$ cat src/rtl/io_frame_bridge.sv
// TDM serial frame bridge between a core's word buses and a serial link.
// Ports: clk, reset_n, bitEn, fsync, sdin, sdout, outputs, inputs, frameDone, syncErr, clrErr.
module io_frame_bridge #(
  parameter int DWW = 36,
  parameter int NCH = 8,
  parameter int SW  = 24
) (
  input  logic               clk,
  input  logic               reset_n,
  input  logic               bitEn,
  input  logic               fsync,
  input  logic               sdin,
  output logic               sdout,
  input  logic [DWW*NCH-1:0] outputs,
  output logic [DWW*NCH-1:0] inputs,
  output logic               frameDone,
  output logic               syncErr,
  input  logic               clrErr
);

  localparam int FL = NCH * 32;
  localparam int PW = $clog2(FL);
  localparam int CW = PW - 5;
  localparam int GW = DWW - SW - 8;
  localparam int TW = GW + 1;
  localparam logic [PW-1:0] LAST = PW'(FL - 1);
  localparam logic [4:0] SLAST = 5'(SW - 1);

  typedef enum logic {HUNT, RUN} state_t;

  state_t        state, state_nx;
  logic [PW-1:0] pos, pos_nx, pos_inc;
  logic          act, err;

  logic [SW-1:0] shreg;
  logic [SW-1:0] shadow [NCH];
  logic [SW-1:0] txbuf  [NCH];
  logic [SW-1:0] cur;
  logic [CW-1:0] slot;
  logic [4:0]    bp;
  logic          tx_bit;

  // Saturate a word to a sample when it does not fit in SW bits.
  function automatic logic [SW-1:0] tx_conv(input logic [DWW-1:0] w);
    logic [TW-1:0] top;
    top = w[DWW-1:SW+7];
    if (&top || ~|top) return w[SW+7:8];
    return w[DWW-1] ? {1'b1, {(SW-1){1'b0}}}
                    : {1'b0, {(SW-1){1'b1}}};
  endfunction

  function automatic logic [DWW-1:0] rx_conv(input logic [SW-1:0] s);
    return {{GW{s[SW-1]}}, s, 8'h00};
  endfunction

  always_ff @(posedge clk or negedge reset_n) begin
    if (!reset_n) begin
      state <= HUNT;
      pos   <= '0;
    end else begin
      state <= state_nx;
      pos   <= pos_nx;
    end
  end

  // pos holds the last processed position; act marks a bit that is
  // processed at pos_nx, err marks a framing violation.
  always_comb begin
    state_nx = state;
    pos_nx   = pos;
    act      = 1'b0;
    err      = 1'b0;
    pos_inc  = (pos == LAST) ? '0 : pos + 1'b1;
    if (bitEn) begin
      unique case (state)
        HUNT: begin
          if (fsync) begin
            state_nx = RUN;
            pos_nx   = '0;
            act      = 1'b1;
          end
        end
        RUN: begin
          if (fsync) begin
            pos_nx = '0;
            act    = 1'b1;
            err    = (pos_inc != '0);
          end else if (pos_inc == '0) begin
            state_nx = HUNT;
            pos_nx   = '0;
            err      = 1'b1;
          end else begin
            pos_nx = pos_inc;
            act    = 1'b1;
          end
        end
        default: ;
      endcase
    end
  end

  // Position 0 transmits straight from the bus word being latched.
  always_comb begin
    slot   = pos_nx[PW-1:5];
    bp     = pos_nx[4:0];
    cur    = (pos_nx == '0) ? tx_conv(outputs[DWW-1:0])
                            : txbuf[slot];
    tx_bit = (bp <= SLAST) ? cur[SLAST - bp] : 1'b0;
  end

  always_ff @(posedge clk or negedge reset_n) begin
    if (!reset_n) begin
      sdout     <= 1'b0;
      frameDone <= 1'b0;
      syncErr   <= 1'b0;
      inputs    <= '0;
      shreg     <= '0;
      for (int k = 0; k < NCH; k++) begin
        shadow[k] <= '0;
        txbuf[k]  <= '0;
      end
    end else begin
      frameDone <= 1'b0;
      if (err) syncErr <= 1'b1;
      else if (clrErr) syncErr <= 1'b0;
      if (bitEn) begin
        if (act) begin
          sdout <= tx_bit;
          shreg <= {shreg[SW-2:0], sdin};
          if (bp == SLAST)
            shadow[slot] <= {shreg[SW-2:0], sdin};
          if (pos_nx == '0)
            for (int k = 0; k < NCH; k++)
              txbuf[k] <= tx_conv(outputs[k*DWW +: DWW]);
          if (pos_nx == LAST) begin
            for (int k = 0; k < NCH; k++)
              inputs[k*DWW +: DWW] <= rx_conv(shadow[k]);
            frameDone <= 1'b1;
          end
        end else begin
          sdout <= 1'b0;
        end
      end
    end
  end

endmodule

$ cat config.mk
export PLATFORM = sky130hd
export DESIGN_NAME = io_frame_bridge
export DESIGN_NICKNAME = d
export VERILOG_FILES = /design/src/rtl/io_frame_bridge.sv
export SDC_FILE = /design/constraint.sdc
export NUM_CORES = 1
export LEC_CHECK = 0
export CAP_MARGIN = 25
export CORE_ASPECT_RATIO = 1.5
export CORE_MARGIN = 4
export CORE_UTILIZATION = 40
export CTS_BUF_LIST = sky130_fd_sc_hd__clkbuf_8 sky130_fd_sc_hd__clkbuf_16
export DETAILED_ROUTE_END_ITERATION = 7
export MAX_ROUTING_LAYER = met4
export PLACE_DENSITY = 0.71
export SLEW_MARGIN = 20
export SYNTH_ARGS = -nofsm -noshare
export SYNTH_HDL_FRONTEND = slang
export SYNTH_SLANG_ARGS = --single-unit
$ cat constraint.sdc
create_clock -name clk -period 3.7 [get_ports clk]
set_input_delay 0.555 -clock clk [delete_from_list [all_inputs] [get_ports clk]]
set_output_delay 0.555 -clock clk [all_outputs]
set_load 0.03 [all_outputs]
Word-level counts from Yosys, hierarchy flattened
Index checks and enable logic that the tools add are counted.
Storage, ports and cells
  bits of input ports: 294
  output and inout bits: 291
  word-level logic and storage cells: 163
  flip-flop bits (word level): 639
Operators by class
  multiplexer cells: 88
  eq/ne operators: 3
  order comparisons: 4
  bitwise gates (word level): 2
  add/sub/neg operators: 2
  reductions and logical operators: 41
Operator list (number)
  two-way mux 24 bit: 29
  bitwise mux 192 bit: 1
  binary-select mux 24 bit (select 3 bit): 1
  demux 24 bit (select 3 bit): 1
  two-way mux 1 bit: 48
  two-way mux 8 bit: 5
  AND reduction 5 bit: 8
  OR reduction 5 bit: 8
  == test 8 bit (second input constant): 2
  logical NOT 8 bit: 2
  one-hot mux 8 bit (2 select lines): 1
  AND reduction 3 bit: 3
  adder 8 x 1 -> 8 bit (second input constant): 1
  logical NOT 1 bit: 8
  logical OR 1 bit: 8
  nonzero test 8 bit: 1
  < comparator 5 x 6 -> 1 bit (second input constant): 1
  binary-select mux 1 bit (select 5 bit): 1
  == test 5 bit (second input constant): 1
  <= comparator 5 bit (second input constant): 1
  subtractor 5 bit (first input constant): 1
  >= comparator 4 bit (second input constant): 1
  < comparator 4 x 1 -> 1 bit (second input constant): 1
  inverter 3 -> 4 bit: 1
  5 further kinds: 5

Longest topological paths before layout
Gate-level depths: netlist of the first run.
  depth after elaboration: 16
  depth in mapped cells: 18
  gate-level depth less buffers: 15

Worst setup path after synthesis of the first run
Ideal clock, no wire load.
  path kind: register to register
  from: reg pos[1]
  to: reg shadow[124] (netlist bit)
  clock period less this slack: 3.599 ns
  buffers on the path: 3
  cell stages (with the launch flop): 17
  data required time: 3.575 ns
  data arrival time: 3.475 ns
  path slack: 0.101 ns
  path through: dfrtp_1 -> ha_1 -> buf_2 -> nand3_1 -> nor2_1 -> a2111oi_0 -> o2111a_1 -> ha_1 -> nand2_1 -> nand2_1 -> nor3_1 -> nand3_1 -> or2_2 -> clkbuf_1 -> nor2_1 -> buf_2 -> mux2_2
Between the ends
  longest elaborated chain between the ends: 13
Ends and longest elaborated chain
  start, declared: RTL line 32  | logic [PW-1:0] pos, pos_nx, pos_inc;
  start signal, assigned: RTL line 62  | pos <= pos_nx;
  adder 8 x 1 -> 8 bit / == test 8 bit (equally long branches): RTL line 73  | pos_inc = (pos == LAST) ? '0 : pos + 1'b1;
  two-way mux 8 bit: RTL line 73
  logical NOT 8 bit: RTL line 88  | end else if (pos_inc == '0) begin
  two-way mux 8 bit: RTL line 88
  two-way mux 8 bit: RTL line 84  | if (fsync) begin
  one-hot mux 8 bit (2 select lines): RTL line 75  | unique case (state)
  two-way mux 8 bit: RTL line 74  | if (bitEn) begin
  inverter 3 -> 4 bit (implied by the code): RTL line 131  | shadow[slot] <= {shreg[SW-2:0], sdin};
  >= comparator 4 bit (implied by the code) / < comparator 4 x 1 -> 1 bit (equally long branches): RTL line 131
  logical AND 1 bit (implied by the code): RTL line 131
  two-way mux 24 bit (implied by the code): RTL line 131
  demux 24 bit (select 3 bit): RTL line 131
  bitwise mux 192 bit: RTL line 131
  end signal, assigned by index: RTL line 131
  end, declared: RTL line 36  | logic [SW-1:0] shadow [NCH];
Several ways; a longest one is shown, not always the timed one.
A chain may end at the register's enable or synchronous reset.

Final worst setup path of the first run
  from: reg pos[0]
  to: reg shadow[181] (netlist bit)
The elaborated chain is that of the path after synthesis.

==> flow_metrics.py, run 1 <==
metrics = {
    "status": {
        "result_of_the_run": "finished, final reports clean",
    },
    "placement": {
        "detailedPlace.worstSlack_ns": -0.381,
        "buffer_ports.inserted": 456,
        "finalWeightedCongestion": 0.993,
        "post-dp-hpwl_um": 65400,
        "place_area_mm2": 0.0331,
    },
    "pwr": {
        "comb_power_share_pct": 17.1,
        "switching_power_uw": 5800,
        "irDropWorstVdd_v": 0.000407,
        "seqPwrFrac_pct": 50.3,
        "netSwitchingFraction_pct": 31.4,
        "total_leakage_power_uw": 0.0165,
        "clockPowerShare_pct": 32.6,
        "p_int_uw": 12700,
        "power-per-cell-area_mw_per_mm2": 526,
    },
    "clock_tree": {
        "ctsRootBufferMaster": "sky130_fd_sc_hd__clkbuf_16",
        "cts_tree": "built",
        "clkSinkCount": 611,
        "clock_insertion_delay_worst_skew_ns": 0.63,
        "cts_buffer_depth": 3,
        "number_of_buffers_added_by_the_clock_tree_synthesis_step": 57,
        "clock_transition_at_the_registers_of_the_reported_paths_ns": 0.07,
        "cts_htree_levels": 2,
    },
    "grt": {
        "pin_count_of_the_biggest_net_entering_global_routing": 135,
        "grt.overflow.total": 0,
        "antenna_found_initial": 0,
        "grt_usage_pct": 24.7,
        "grt_pass1_wl_um": 131000,
        "vias_in_the_first_global_route": 21500,
    },
    "layout": {
        "final_core_util_pct": 52.5,
        "final_cell_area_mm2": 0.0351,
        "layout.nets": 3489,
        "fillCellCount": 5976,
        "layout.cells.most_common": "sky130_fd_sc_hd__nand2_1",
        "area_growth_syn_to_layout_pct": 29.9,
        "drive_above_1_share_pct": 16.9,
        "final_cell_mix": "sky130_fd_sc_hd__nand2_1 (635), sky130_fd_sc_hd__dfrtp_1 (611), sky130_fd_sc_hd__clkdlybuf4s50_1 (455)",
    },
    "route": {
        "postRouteWirelength_um": 88400,
        "drc_errors": 0,
        "drt_first_pass_iters": 6,
        "drt-initial-drc-count": 1611,
        "wl_per_cell_um": 21.5,
        "postRouteAntennaNets": 0,
        "route.vias.total": 21700,
        "detail_route.vias_per_cell": 5.27,
    },
    "synth": {
        "synth_top_cell_by_area": "sky130_fd_sc_hd__dfrtp_1",
        "netlist_area_mm2": 0.0271,
        "number_of_enable_type_register_cells_in_the_synthesized_netlist": 0,
        "async_flop_share_pct": 100,
        "netlist-cell-type-count": 66,
        "yosys_warnings": 0,
        "postSynthAreaPerCell_um2": 9.94,
        "syn_inst": 2721,
        "synth-seq-area-share_pct": 56.5,
        "ys_seq_elements": 611,
        "synth_top_cells_by_area": "sky130_fd_sc_hd__dfrtp_1 (57%), sky130_fd_sc_hd__mux2_2 (10%), sky130_fd_sc_hd__nand2_1 (8.8%), sky130_fd_sc_hd__a21oi_1 (7.3%), sky130_fd_sc_hd__buf_4 (3.2%)",
        "synth_top_area_share_pct": 56.5,
        "synth_ff_type": "sky130_fd_sc_hd__dfrtp_1",
    },
    "floorplan": {
        "pin_count": 585,
        "fp.coreArea_mm2": 0.0669,
        "die_boundary_height_um": 327,
        "start_util_pct": 40.4,
        "design.die.area_mm2": 0.0719,
        "core.rowCount": 116,
        "die-width_um": 220,
    },
    "setup_path": {
        "path_max_fanout": 15,
        "timing.critical_path.from_type": "flip-flop",
        "timing.critical_path.arrival_ns": 4.08,
        "critPathKind": "flip-flop to flip-flop",
        "crit_required_ns": 4.20,
        "worstSetupEndpointType": "flip-flop",
    },
    "timing": {
        "worstMarginPinSlew_ns": 0.927,
        "min_period_ns": 3.58,
        "maxSlewHeadroom_pct": 37.9,
        "hold_ws_ns": 0.451,
        "fin_skew_ns": 0.0150,
        "endpoints_failing_hold": 0,
        "setup_viols_final": 0,
        "finalCritPeriodShare_pct": 96.8,
        "final_critical_path_setup_slack_ns": 0.120,
        "grt_setup_unrepaired": "false",
        "final-max-slew-violation-count": 0,
        "max_freq_ghz": 0.279,
    },
    "hold_path": {
        "hp-class": "flip-flop to flip-flop",
    },
    "flow_run": {
        "drv_cap": 0,
    },
}
-- per-layer routing --
metal / up-vias / wire length, µm / part of all wire [%] / GRT usage, %
met1: 10600 / 31500 / 36 / 26.8
met3: 249 / 4580 / 5.2 / 2.96
met2: 847 / 45400 / 51 / 42.5
met4: 0 / 6910 / 7.8 / 15.4
li1: 10000 / - / - / -
met5: - / 0 / 0 / -
-- sequential cells by signal, indices dropped and copies added, names as in the netlist --
| name | flops |
|---|---|
| frameDone | 1 |
| state | 1 |
| txbuf | 192 |
| shadow | 192 |
| shreg | 23 |
| inputs | 192 |
| sdout | 1 |
| syncErr | 1 |
| pos | 8 |
-- worst paths after layout --
| kind | from | to | slack, ns | cells past startpoint |
|---|---|---|---|---|
| setup / recovery | pos[0] | shadow[181] | 0.12 | 14 |
| hold reg to reg | shadow[46] | inputs[246] | 0.45 | 2 |
| setup reg to reg | pos[0] | shadow[181] | 0.12 | 14 |
| hold / removal | shadow[46] | inputs[246] | 0.45 | 2 |
| min in group asynchronous | reset_n | inputs[127] | 0.53 | 2 |
| max in group asynchronous | reset_n | txbuf[169] | 2.07 | 3 |
-- stage by stage --
step                power, µW  cells  TNS [ns]
detailed placement      12500   4014   -100.98
finish                  18500   4120         0
CTS                     18600   4118         0
global placement        12400   4014   -103.53
floorplan               10600   2784         0
global route            19300   4119         0
-- critical path, cell delays in order (launching register included) --
cell and delay (ns):
sky130_fd_sc_hd__dfrtp_1 0.44, sky130_fd_sc_hd__ha_1 0.25, sky130_fd_sc_hd__buf_4 0.17, sky130_fd_sc_hd__a21oi_1 0.26, sky130_fd_sc_hd__o32ai_1 0.15, sky130_fd_sc_hd__o2111a_1 0.24
sky130_fd_sc_hd__ha_1 0.21, sky130_fd_sc_hd__nand2_1 0.08, sky130_fd_sc_hd__nand2_2 0.08, sky130_fd_sc_hd__nor3_2 0.26, sky130_fd_sc_hd__nand3_2 0.17, sky130_fd_sc_hd__or2_2 0.37
sky130_fd_sc_hd__nor2_4 0.20, sky130_fd_sc_hd__buf_12 0.20, sky130_fd_sc_hd__mux2_2 0.36
-- power by group through the flow --
stage	clock (µW)	sequential [µW]	combinational, µW
after floorplan	0	8350	2210
after global placement	0	9360	3070
after detailed placement	0	9390	3130
after CTS	6170	9270	3160
after global routing	6430	9340	3520
final	6030	9290	3160
-- area by class of cell --
cell class | count | area, µm² | share of cell area, %
clock inverter | 36 | 375 | 1.07
antenna | 1 | 2.50 | 0.00712
tap | 885 | 1110 | 3.15
inverter | 16 | 65.1 | 0.185
multi-input combinational | 1860 | 10400 | 29.5
clock buffer | 67 | 1560 | 4.45
sequential | 611 | 15300 | 43.5
timing repair buffer | 644 | 6370 | 18.1
-- Yosys cell counts (all sizes together) (3+ instances only) --
library cell	count
o211a	3
nand4	19
nand2	636
a2111oi	4
a21o	6
a2bb2oi	3
o211ai	6
a32o	4
o221a	3
dfrtp	611
o21ai	30
nor4	10
a22o	4
nor2	232
a311oi	3
buf	228
ha	5
clkbuf	69
a221oi	6
inv	16
o311ai	5
nand3	23
or4	7
nand2b	5
and3	11
a221o	3
a211o	3
and2	4
a211oi	12
nor3	19
or3	7
a21oi	396
o22ai	30
o32ai	3
mux2i	10
mux2	242
o221ai	4
nor2b	3
a31oi	9
-- cell families after synthesis --
family          Yosys count  synth area share (%)
fa+ha+maj                 5                 0.231
simple gates            987                  14.8
compound gates          551                  11.6
flops                   611                  56.5
buf+inv                 313                  6.36
other cells               1                0.0139
xor+xnor                  1                0.0324
mux                     252                  10.4
-- timing repair --
action | CTS | global route
resized for setup | 3 | 4
pin swaps | 0 | 1
hold buffers | 1 | 0
setup endpoints to repair | 59 | 67
buffers inserted | 0 | 1
endpoints found under the hold margin | 69 | 0
No activity file was read; power rests on OpenSTA's default activity.
==> inputs of run 2 (changes only) <==
CORE_UTILIZATION = 45   (was 40)
PLACE_DENSITY = 0.78   (was 0.71)
==> flow_metrics.py, run 2 (synthesis results as in run 1) <==
metrics = {
    "status": {
        "result_of_the_run": "finished, final reports clean",
    },
    "layout": {
        "final_cell_mix": "sky130_fd_sc_hd__nand2_1 (635), sky130_fd_sc_hd__dfrtp_1 (609), sky130_fd_sc_hd__clkdlybuf4s50_1 (455)",
        "fillCellCount": 4909,
        "layout.nets": 3495,
        "final-seq-area_mm2": 0.0153,
        "area_growth_syn_to_layout_pct": 29.6,
        "layout.cells.most_common": "sky130_fd_sc_hd__nand2_1",
        "drive_above_1_share_pct": 17.3,
        "final_cell_area_mm2": 0.0351,
        "instances_no_fill": 4017,
        "top_regs": "inputs: 192 flops, shadow: 192 flops, txbuf: 192 flops",
        "multiInputGateArea_mm2": 0.0103,
    },
    "route": {
        "route.vias.total": 21900,
        "drc_errors": 0,
        "postRouteAntennaNets": 0,
        "wl_per_cell_um": 22.0,
        "postRouteWirelength_um": 88200,
        "drt_first_pass_iters": 5,
        "detail_route.vias_per_cell": 5.44,
        "drt-initial-drc-count": 1403,
    },
    "setup_path": {
        "worstSetupEndpointType": "flip-flop",
        "crit-reg2reg-capture": "txbuf[167]",
        "path_max_fanout": 18,
        "critPathKind": "flip-flop to flip-flop",
        "critPathMaxStageDelay_ns": 0.58,
        "critical_path.reg2reg.startpoint": "pos[1]",
        "timing.critical_path.from_type": "flip-flop",
        "timing.critical_path.to": "txbuf[167]",
        "crit_required_ns": 4.19,
        "crit_chain": "ha_1, and3_1, a31oi_1, buf_4, a21o_1, a21oi_4, inv_2, buf_12, buf_4, or4_4, nor3_4, buf_4, clkbuf_16, mux2_2",
        "worst_path_max_delay_cell": "sky130_fd_sc_hd__or4_4",
        "r2r_setup_slack_ns": 0.11,
        "timing.critical_path.arrival_ns": 4.08,
        "crit_start": "pos[1]",
        "r2r.worst_path.cells": 14,
        "crit_top_cell": "sky130_fd_sc_hd__buf_4",
    },
    "grt": {
        "grt_usage_pct": 27.4,
        "pin_count_of_the_biggest_net_entering_global_routing": 102,
        "grt_pass1_wl_um": 131000,
        "vias_in_the_first_global_route": 21900,
        "grt.overflow.total": 0,
        "antenna_found_initial": 1,
    },
    "pwr": {
        "comb_power_share_pct": 17.2,
        "power-per-cell-area_mw_per_mm2": 526,
        "switching_power_uw": 5790,
        "total_leakage_power_uw": 0.0165,
        "clockPowerShare_pct": 32.6,
        "netSwitchingFraction_pct": 31.4,
        "p_int_uw": 12700,
        "seqPwrFrac_pct": 50.2,
        "irDropWorstVdd_v": 0.000387,
    },
    "timing": {
        "min_period_ns": 3.59,
        "fin_setup_tns_ns": 0,
        "final-max-slew-violation-count": 0,
        "finalCritPeriodShare_pct": 97.0,
        "worstMarginPinSlew_ns": 0.914,
        "max_freq_ghz": 0.279,
        "maxSlewHeadroom_pct": 39.1,
        "endpoints_failing_hold": 0,
        "grt_setup_unrepaired": "false",
        "setup_viols_final": 0,
        "fin_skew_ns": 0.0221,
    },
    "placement": {
        "buffer_ports.inserted": 456,
        "finalWeightedCongestion": 0.973,
        "place_area_mm2": 0.0331,
        "post-dp-hpwl_um": 65400,
        "dpl.cell_count": 3913,
    },
    "clock_tree": {
        "hold_fix_buffer_count_after_cts": 0,
        "ctsRootBufferMaster": "sky130_fd_sc_hd__clkbuf_16",
        "cts_buffer_depth": 3,
        "number_of_buffers_added_by_the_clock_tree_synthesis_step": 56,
        "clock_transition_at_the_registers_of_the_reported_paths_ns": 0.07,
        "cts_tree": "built",
        "clkSinkCount": 611,
        "cts_htree_levels": 2,
        "clock_insertion_delay_worst_skew_ns": 0.62,
    },
    "floorplan": {
        "start_util_pct": 45.7,
        "fp.coreArea_mm2": 0.0592,
        "die_boundary_height_um": 308,
        "pin_count": 585,
        "design.die.area_mm2": 0.0642,
        "die-width_um": 208,
        "core.rowCount": 109,
    },
    "hold_path": {
        "hp-class": "input pin to async pin",
    },
    "flow_run": {
        "drv_cap": 0,
    },
}
==> run 2: final cells by class <==
cell class                 instances  share of cell area [%]
clock buffer                      71                    4.59
multi-input combinational       1860                    29.5
antenna                            1                 0.00714
clock inverter                    30                   0.928
sequential                       611                    43.6
inverter                          16                   0.186
tap                              777                    2.77
timing repair buffer             651                    18.4
==> run 2: power groups by stage <==
stage / Sequential, µW / Combinational [µW] / Clock [µW]
floorplan: 8350 / 2210 / 0
finish: 9260 / 3180 / 6020
CTS: 9240 / 3140 / 6130
detailed placement: 9360 / 3120 / 0
global route: 9320 / 3500 / 6390
global placement: 9330 / 3040 / 0
==> run 2: stage by stage <==
stage	hold WS, ns	setup slack (ns)	total power [µW]	utilization [%]
finish	0.00812	0.113	18500	59.2
global route	0.0680	0.0196	19200	59.2
CTS	0.0154	0.00392	18500	59.1
detailed placement	0.448	-0.304	12500	55.9
global placement	0.441	-0.280	12400	55.8
floorplan	0.259	0.101	10600	-
==> run 2: repair_timing <==
item                                    in CTS  in global routing
endpoints found under the hold margin        0                  0
resized for setup                            0                  7
endpoints found under the setup margin       0                327
setup buffers                                0                  1
==> run 2: worst min-delay path by stage <==
stage | endpoint | slack, ns | depth (start not counted)
detailed placement | inputs[243] | 0.45 | 2
global placement | inputs[158] | 0.44 | 2
CTS | txbuf[18] | 0.02 | 1
global route | inputs[166] | 0.07 | 1
finish | inputs[166] | 0.008 | 1
floorplan | frameDone | 0.26 | 0
==> run 2: critical path, delay by kind of cell (launching register included) <==
family	cells	cell delay [ns]
compound gates	3	0.42
fa+ha+maj	1	0.28
buf+inv	6	0.98
flops	1	0.40
mux	1	0.34
simple gates	3	1.00
==> run 2: metal layers <==
metal	global-route usage, %	vias up	wire, µm
met5	-	-	0
met4	16.4	0	6520
met1	28.9	10700	31100
li1	-	10000	-
met2	49.2	870	46300
met3	3.10	248	4300
